$ cat src/rtl/keypad_scanner.sv
// keypad_scanner: scans a 4x4 active-low matrix keypad, debounces whole-keypad snapshots and
// emits one key code per press. Optional auto-repeat of key_valid: define KEYPAD_REPEAT_EN.
module keypad_scanner #(
  parameter int SCAN_BITS    = 17,
  parameter int DEBOUNCE     = 4,
  parameter int REPEAT_SCANS = 32
) (
  input  logic       clk,
  input  logic       rst,
  input  logic [3:0] row,
  output logic [3:0] col,
  output logic [3:0] key_code,
  output logic       key_valid,
  output logic       key_held
);

  typedef enum logic [1:0] {
    S_IDLE,
    S_DEBOUNCE,
    S_PRESSED,
    S_RELEASE
  } state_t;

  localparam logic [3:0]           DEB_TARGET = 4'(DEBOUNCE);
  localparam logic [SCAN_BITS-1:0] CNT_ONE    = SCAN_BITS'(1);

  if (SCAN_BITS < 3) begin : g_bad_scan_bits
    $error("keypad_scanner: SCAN_BITS must be at least 3");
  end
  if (DEBOUNCE < 1 || DEBOUNCE > 15) begin : g_bad_debounce
    $error("keypad_scanner: DEBOUNCE must be in 1..15");
  end
  if (REPEAT_SCANS < 1 || REPEAT_SCANS > 32) begin : g_bad_repeat
    $error("keypad_scanner: REPEAT_SCANS must be in 1..32");
  end

  logic [SCAN_BITS-1:0] cnt;
  logic [1:0]           scan_col;
  logic                 sample;
  logic [15:0]          snap;
  logic                 scan_done;

  assign scan_col = cnt[SCAN_BITS-1 -: 2];
  assign sample   = &cnt[SCAN_BITS-3:0];

  // Rows are read on the last dwell cycle of each column so the strobe has settled.
  // NOTE: sequential state uses non-blocking assignments so every register samples pre-edge values.
  always_ff @(posedge clk) begin
    if (!rst) begin
      cnt       <= '0;
      col       <= 4'b1111;
      snap      <= '0;
      scan_done <= 1'b0;
    end else begin
      cnt       <= cnt + CNT_ONE;
      col       <= ~(4'b0001 << scan_col);
      scan_done <= sample && (scan_col == 2'd3);
      if (sample) begin
        snap[{scan_col, 2'b00} +: 4] <= ~row;
      end
    end
  end

  logic [3:0] first_key;
  logic       any_key;
  logic       cand_hit;

  state_t     state, state_n;
  logic [3:0] cand, cand_n;
  logic [3:0] dcnt, dcnt_n;
  logic       lockout, lockout_n;
  logic [3:0] code_n;
  logic       valid_n;
  logic       held_n;
  logic       accept;
  logic [3:0] accept_key;
  logic       release_done;
`ifdef KEYPAD_REPEAT_EN
  localparam logic [4:0] REP_LAST = 5'(REPEAT_SCANS - 1);
  logic [4:0] rep, rep_n;
`endif

  assign any_key  = |snap;
  assign cand_hit = snap[cand];

  // NOTE: every always_comb output is given a default first, so no path can infer a latch.
  always_comb begin
    first_key = 4'd0;
    for (int i = 15; i >= 0; i--) begin
      if (snap[i]) first_key = 4'(i);
    end
  end

  // After a release completes with other keys still down, those keys stay ignored until the
  // keypad has been seen completely empty, so a key held through another press never fires.
  always_comb begin
    state_n      = state;
    cand_n       = cand;
    dcnt_n       = dcnt;
    lockout_n    = lockout;
    code_n       = key_code;
    valid_n      = 1'b0;
    held_n       = key_held;
    accept       = 1'b0;
    accept_key   = cand;
    release_done = 1'b0;
`ifdef KEYPAD_REPEAT_EN
    rep_n        = rep;
`endif
    if (scan_done) begin
      case (state)
        S_IDLE: begin
          if (!any_key) begin
            lockout_n = 1'b0;
          end else if (!lockout) begin
            cand_n     = first_key;
            dcnt_n     = 4'd1;
            state_n    = S_DEBOUNCE;
            accept_key = first_key;
            accept     = (DEB_TARGET == 4'd1);
          end
        end
        S_DEBOUNCE: begin
          if (any_key && first_key == cand) begin
            dcnt_n = dcnt + 4'd1;
            accept = (dcnt_n == DEB_TARGET);
          end else begin
            state_n = S_IDLE;
            dcnt_n  = 4'd0;
          end
        end
        S_PRESSED: begin
          if (!cand_hit) begin
            state_n      = S_RELEASE;
            dcnt_n       = 4'd1;
            release_done = (DEB_TARGET == 4'd1);
          end
`ifdef KEYPAD_REPEAT_EN
          else if (rep == REP_LAST) begin
            rep_n   = '0;
            valid_n = 1'b1;
          end else begin
            rep_n = rep + 5'd1;
          end
`endif
        end
        S_RELEASE: begin
          if (!cand_hit) begin
            dcnt_n       = dcnt + 4'd1;
            release_done = (dcnt_n == DEB_TARGET);
          end else begin
            state_n = S_PRESSED;
            dcnt_n  = 4'd0;
`ifdef KEYPAD_REPEAT_EN
            rep_n   = '0;
`endif
          end
        end
        default: state_n = S_IDLE;
      endcase

      if (accept) begin
        state_n = S_PRESSED;
        code_n  = accept_key;
        valid_n = 1'b1;
        held_n  = 1'b1;
        dcnt_n  = 4'd0;
`ifdef KEYPAD_REPEAT_EN
        rep_n   = '0;
`endif
      end
      if (release_done) begin
        state_n   = S_IDLE;
        held_n    = 1'b0;
        dcnt_n    = 4'd0;
        lockout_n = any_key;
      end
    end
  end

  always_ff @(posedge clk) begin
    if (!rst) begin
      state     <= S_IDLE;
      cand      <= 4'd0;
      dcnt      <= 4'd0;
      lockout   <= 1'b0;
      key_code  <= 4'd0;
      key_valid <= 1'b0;
      key_held  <= 1'b0;
`ifdef KEYPAD_REPEAT_EN
      rep       <= '0;
`endif
    end else begin
      state     <= state_n;
      cand      <= cand_n;
      dcnt      <= dcnt_n;
      lockout   <= lockout_n;
      key_code  <= code_n;
      key_valid <= valid_n;
      key_held  <= held_n;
`ifdef KEYPAD_REPEAT_EN
      rep       <= rep_n;
`endif
    end
  end

endmodule

$ cat config.mk
export PLATFORM = sky130hd
export DESIGN_NAME = keypad_scanner
export DESIGN_NICKNAME = d
export VERILOG_FILES = /design/src/rtl/keypad_scanner.sv
export SDC_FILE = /design/constraint.sdc
export NUM_CORES = 1
export LEC_CHECK = 0
export ABC_CLOCK_PERIOD_IN_PS = 4500
export CORE_MARGIN = 4
export CORE_UTILIZATION = 64
export DETAILED_ROUTE_END_ITERATION = 8
export PLACE_DENSITY = 0.93
export REMOVE_ABC_BUFFERS = 1
export SLEW_MARGIN = 20
export SYNTH_ARGS = -nofsm -noshare
export SYNTH_HDL_FRONTEND = slang
export SYNTH_SLANG_ARGS = --single-unit
$ cat constraint.sdc
create_clock -name clk -period 4.5 [get_ports clk]
set_clock_uncertainty 0.2 [all_clocks]
set_input_delay 0.45 -clock clk [delete_from_list [all_inputs] [get_ports clk]]
set_output_delay 0.45 -clock clk [all_outputs]
set_load 0.005 [all_outputs]
After elaboration in Yosys (flattened, before gate mapping)
Cells that the tools add are included.
{"block": "totals", "ff_bits": 55, "input_bits": 6, "out_inout_bits": 10, "word_cells": 95}
{"block": "op_classes", "addsub": 3, "magnitude_cmp": 1, "eq_ne": 12, "shifts": 3, "muxes": 50, "bitwise": 2, "n_reduce_logical": 13}
{"cell": "4-bit two-way mux", "n": 26}
{"cell": "4-bit inequality test, second input constant", "n": 5}
{"cell": "17-bit by 1-bit adder with 17-bit output, second input constant", "n": 1}
{"cell": "16-bit bitwise mux", "n": 1}
{"cell": "4-bit one-hot mux with 4 select lines", "n": 1}
{"cell": "16-bit OR reduction", "n": 1}
{"cell": "4-bit by 6-bit variable shift with 16-bit output, first input constant", "n": 1}
{"cell": "4-bit by 6-bit variable part select with 16-bit output", "n": 1}
{"cell": "15-bit AND reduction", "n": 1}
{"cell": "2-bit two-way mux", "n": 7}
{"cell": "1-bit two-way mux", "n": 13}
{"cell": "4-bit inverter", "n": 2}
{"cell": "2-bit one-hot mux with 4 select lines", "n": 1}
{"cell": "2-bit equality test, second input constant", "n": 3}
{"cell": "4-bit negation with 6-bit output", "n": 1}
{"cell": "2-bit AND reduction", "n": 3}
{"cell": "6-bit AND reduction", "n": 1}
{"cell": "4-bit by 5-bit less-than comparator with 1-bit output, second input constant", "n": 1}
{"cell": "4-bit by 1-bit adder with 4-bit output, second input constant", "n": 1}
{"cell": "1-bit binary-select mux with 4-bit select", "n": 1}
{"cell": "4-bit by 3-bit equality test with 1-bit output, second input constant", "n": 1}
{"cell": "4-bit equality test", "n": 1}
{"cell": "4-bit AND reduction", "n": 1}
{"cell": "2-bit nonzero test", "n": 2}
{"cell": "other kinds (6)", "n": 7}

Depth between registers and ports, before layout
{"block": "depth", "word_depth": 23, "mapped_depth": 8, "depth_no_buf": 8}

Worst setup path before layout
No wires, ideal clock.
{"block": "synth_path", "path_type": "flip-flop to flip-flop", "start": "register snap[0]", "end": "register key_code[0]", "t_arrival_ns": 2.188, "required_ns": 4.181, "path_slack_ns": 1.993, "path_stages_with_launch": 9, "path_buffers": 2, "synth_period_minus_slack_ns": 2.507, "cell_sequence": "dfxtp_1 buf_2 or4_1 nor4_1 or4_1 buf_2 mux2i_1 nand2_1 o221a_2"}
{"block": "synth_via", "elab_chain_len": 7, "word_cells_on_any_way": 11, "classes_between": "1 x eq/ne; 7 x mux; 3 x reduce/logical"}
{"element": "from (decl)", "line_no": "40", "rtl": "logic [15:0] snap;"}
{"element": "from (signal, indexed assignment)", "line_no": "59", "rtl": "snap[{scan_col, 2'b00} +: 4] <= ~row;"}
{"element": "4-bit two-way mux", "line_no": "90", "rtl": "if (snap[i]) first_key = 4'(i);"}
{"element": "4-bit equality test", "line_no": "124", "rtl": "if (any_key && first_key == cand) begin"}
{"element": "1-bit logical AND", "line_no": "124"}
{"element": "1-bit two-way mux", "line_no": "124"}
{"element": "1-bit two-way mux"}
{"element": "1-bit two-way mux", "line_no": "110", "rtl": "if (scan_done) begin"}
{"element": "2-bit AND reduction (no line)"}
{"element": "to (signal assigned)", "line_no": "198", "rtl": "key_code <= code_n;"}
{"element": "to (decl)", "line_no": "12", "rtl": "output logic [3:0] key_code,"}
Parallel ways exist; a longest one is shown, timed or not. The select of a mux whose other input is x is not followed.
A chain may end at the register's enable or synchronous reset.

Worst setup path in the final report
{"block": "layout_path", "start": "register snap[4]", "end": "register key_code[0]"}
{"block": "layout_via", "elab_chain_len": 11, "word_cells_on_any_way": 15, "classes_between": "1 x eq/ne; 11 x mux; 3 x reduce/logical"}
{"element": "4-bit two-way mux (5 in a row)", "line_no": "90"}
{"element": "4-bit equality test", "line_no": "124"}
{"element": "1-bit logical AND", "line_no": "124"}
{"element": "1-bit two-way mux", "line_no": "124"}
{"element": "1-bit two-way mux"}
{"element": "1-bit two-way mux", "line_no": "110"}
{"element": "2-bit AND reduction (no line)"}
Parallel ways exist; a longest one is shown, timed or not. The select of a mux whose other input is x is not followed.

==> impl_metrics.yaml <==
setup_path:
  required_ns: 4.57
  cp_max_fo: 7
  r2r-start: "snap[4]"
  path_cells: "or4_1 > a31oi_1 > or3_1 > o2111a_1 > nand4_1 > nor2_2 > o221a_2"
  critPathSlowestCell: "or4_1"
  regToRegSetupSlack_ns: 1.71
  crit_type: "reg -> reg"
  r2r_end: "key_code[0]"
  end_kind: "register"
  max_stage_delay_ns: 0.56
  cp-start-kind: "register"
  cp.arrival_ns: 2.85
  critPathLaunch: "snap[4]"
  worst-r2r-cell-count: 7
final_layout:
  fill_cells: 290
  seq_area_um2: 1100
  n_antenna_cell: 0
  syn_to_final_growth_pct: 7.85
  fin_area_um2: 3060
  postLayoutCoreUtil_pct: 73.9
  fin_nets: 350
  drive_gt1_share_pct: 6.82
  multiInputGateArea_um2: 1620
yosys:
  synth_edf_count: 0
  syn-cell-area_um2: 2840
  yosys_warnings: 0
  syn-mean-instance-area_um2: 8.65
  ys_ff_latch: 55
  yosys.area_share.simple_pct: 26.7
  synthArstFlopShare_pct: 0
  synth.area.mux_share_pct: 5.42
  ys.flop_type: "dfxtp_1"
  synth_compound_area_share_pct: 17.7
  postSynthCellCount: 328
  synth_adder_area_share_pct: 3.53
  ys_seq_area_share_pct: 38.8
  synth.distinct_cells: 55
  synth_top_family_by_area: "simple AND/OR/NAND/NOR gates"
  synthXorXnorAreaFrac_pct: 3.70
global_routing:
  grt_pass1_vias: 2324
  antenna_found_initial: 0
  grt_pass1_wl_mm: 10.8
  grt_max_degree: 40
  grt_usage_pct: 24.9
  grt_overflow_total: 0
worst_hold_path:
  min_path_cells: 1
  hold_class: "reg -> reg"
  holdCritStartpoint: "cnt[0]"
  hold_path_end: "cnt[0]"
clock_tree:
  max-clock-path-buffers: 2
  post-cts-setup-buffers: 0
  hold_buffers: 0
  insertion_delay_ns: 0.31
  cts.clk_slew.worst_paths_ns: 0.10
  ctsHtreeMaxLevel: 2
  cts_root_buf: "clkbuf_8"
  cts-buffers-inserted: 5
  cts_tree: "built"
  cts_resized: 0
  cts.sinks: 55
sta:
  fin_setup_tns_ns: 0
  relSlewSlack_pct: 54.5
  max_freq_ghz: 0.359
  finalSetupViolCount: 0
  min_period_ns: 2.79
  drv_slew: 0
  fin_crit_sh_pct: 61.9
  holdWs_ns: 0.268
  rsz0062_at_grt: "no"
  worst_pin_slew_ns: 0.680
  hold_viol_final: 0
floorplan:
  die_area_um2: 5560
  io_pins: 16
  die_w_um: 74.6
  fp-row-count: 23
  die_y_um: 74.6
  start_util_pct: 68.5
  coreArea_um2: 4140
placement:
  port_buffers: 15
  placed_area_um2: 2970
  place.gp.congestion: 0.903
  dpl.hpwl_mm: 4.33
route:
  num_vias: 2490
  first_iter_violations: 214
  routed_wl_mm: 6.28
  drc: 0
  dr.pass1.iters: 5
  vias_per_cell: 6.43
  wl_per_cell_um: 16.2
  detail-route-antenna-nets: 0
power:
  p_clk_share_pct: 34.8
  p_int_mw: 0.606
  power_density_nw_per_um2: 256
  netSwitchingPower_mw: 0.176
  peakVddDrop_v: 0.000266
  power_frac_seq_pct: 62.8
  netSwitchingFraction_pct: 22.5
  combPwrFrac_pct: 2.4
  p_leak_nw: 1.09
job:
  cap_viol_max_count: 0
status:
  outcome: "completed"
sequential cells by signal, indices dropped and copies added, names as in the netlist:
signal,cells
cand,4
cnt,17
col,4
dcnt,4
key_code,4
key_held,1
key_valid,1
lockout,1
scan_done,1
snap,16
state,2
layer usage:
layer | up-vias | routed length, µm | part of all wire (%) | global-route usage [%]
met3 | 10 | 332 | 5.3 | 4.19
met4 | 0 | 78 | 1.2 | 6.92
met2 | 84 | 3150 | 50 | 41.2
met1 | 1195 | 2720 | 43 | 33.8
li1 | 1201 | - | - | -
met5 | - | 0 | 0 | 0
critical path: cells and delay by family, from the launching register on:
kind / cells / cell delay (ns)
simple gates: 4 / 1.36
compound gates: 3 / 0.79
flops: 1 / 0.39
worst max path at each step:
stage	slack, ns	to	depth (start not counted)
finish	1.71	key_code[0]	7
detailed placement	1.68	lockout	4
floorplan	2.00	dcnt[2]	7
CTS	1.77	key_code[0]	6
global placement	1.73	lockout	4
global route	1.58	key_code[3]	7
cells by family after synthesis:
| family | Yosys count |
|---|---|
| and+or+nand+nor | 148 |
| xor gates and xnor gates | 12 |
| DFF | 55 |
| muxes | 9 |
| AOI/OAI and AO/OA | 71 |
| buffers and inverters | 25 |
| adders and majority gates | 8 |
cell usage after synthesis, drive strengths merged, types with 2 or more instances:
| cell | number | share of area (%) |
|---|---|---|
| dfxtp | 55 | 39 |
| nand2 | 45 | 6.0 |
| nor2 | 29 | 3.9 |
| a21oi | 26 | 4.6 |
| or3 | 21 | 4.6 |
| o21ai | 14 | 2.5 |
| inv | 11 | 1.5 |
| nand3 | 11 | 1.9 |
| nor3 | 9 | 1.8 |
| ha | 8 | 3.5 |
| buf | 7 | 1.8 |
| clkbuf | 7 | 0.93 |
| xnor2 | 7 | 2.2 |
| nor4 | 6 | 1.9 |
| o211a | 6 | 2.1 |
| nand4 | 5 | 1.3 |
| or4 | 5 | 1.3 |
| xor2 | 5 | 1.5 |
| a31oi | 4 | 0.88 |
| and2 | 4 | 0.88 |
| mux4 | 4 | 3.4 |
| nor2b | 4 | 0.88 |
| a2111oi | 3 | 1.1 |
| mux2i | 3 | 1.1 |
| o221a | 3 | 1.2 |
| and3 | 2 | 0.44 |
| mux2 | 2 | 0.93 |
| nand2b | 2 | 0.44 |
| nand3b | 2 | 0.53 |
| o2111a | 2 | 0.79 |
| o211ai | 2 | 0.53 |
| o31ai | 2 | 0.53 |
layout make-up:
type,instances,share of cell area (%)
clock buffers,5,2.25
clock inverters,3,0.613
inverters,11,1.35
multi-input cells,248,52.9
flip-flops and latches,55,36.0
well taps,50,2.04
repair buffers,15,4.91
power groups by stage:
stage	logic [mW]	clock network, mW	registers [mW]
after global placement	0.0185	0	0.502
after floorplan	0.00728	0	0.502
after detailed placement	0.0190	0	0.503
after CTS	0.0190	0.271	0.491
final	0.0191	0.272	0.491
after global routing	0.0216	0.294	0.492
cell usage in the layout (no fill, tap or decap), types with 3 or more instances in the layout:
cell type	n
ha_1	8
nor4_1	5
nor2_1	28
nand2_1	45
a21oi_1	26
o211a_1	6
a31oi_1	4
inv_1	10
nand4_1	4
clkdlybuf4s50_1	15
xnor2_1	7
nor2b_1	4
or4_1	5
and2_1	3
clkbuf_8	5
nand3_1	11
xor2_1	5
o21ai_0	14
nor3_1	8
or3_1	21
dfxtp_1	55
mux2i_1	3
stage by stage:
stage	std cells	setup WS [ns]	total power, mW
6_report	387	1.71	0.782
5_1_grt	387	1.58	0.808
4_1_cts	387	1.77	0.782
3_5_place_dp	379	1.68	0.522
3_3_place_gp	379	1.73	0.521
2_1_floorplan	314	2.00	0.510
(Power assumes the default switching activity.)
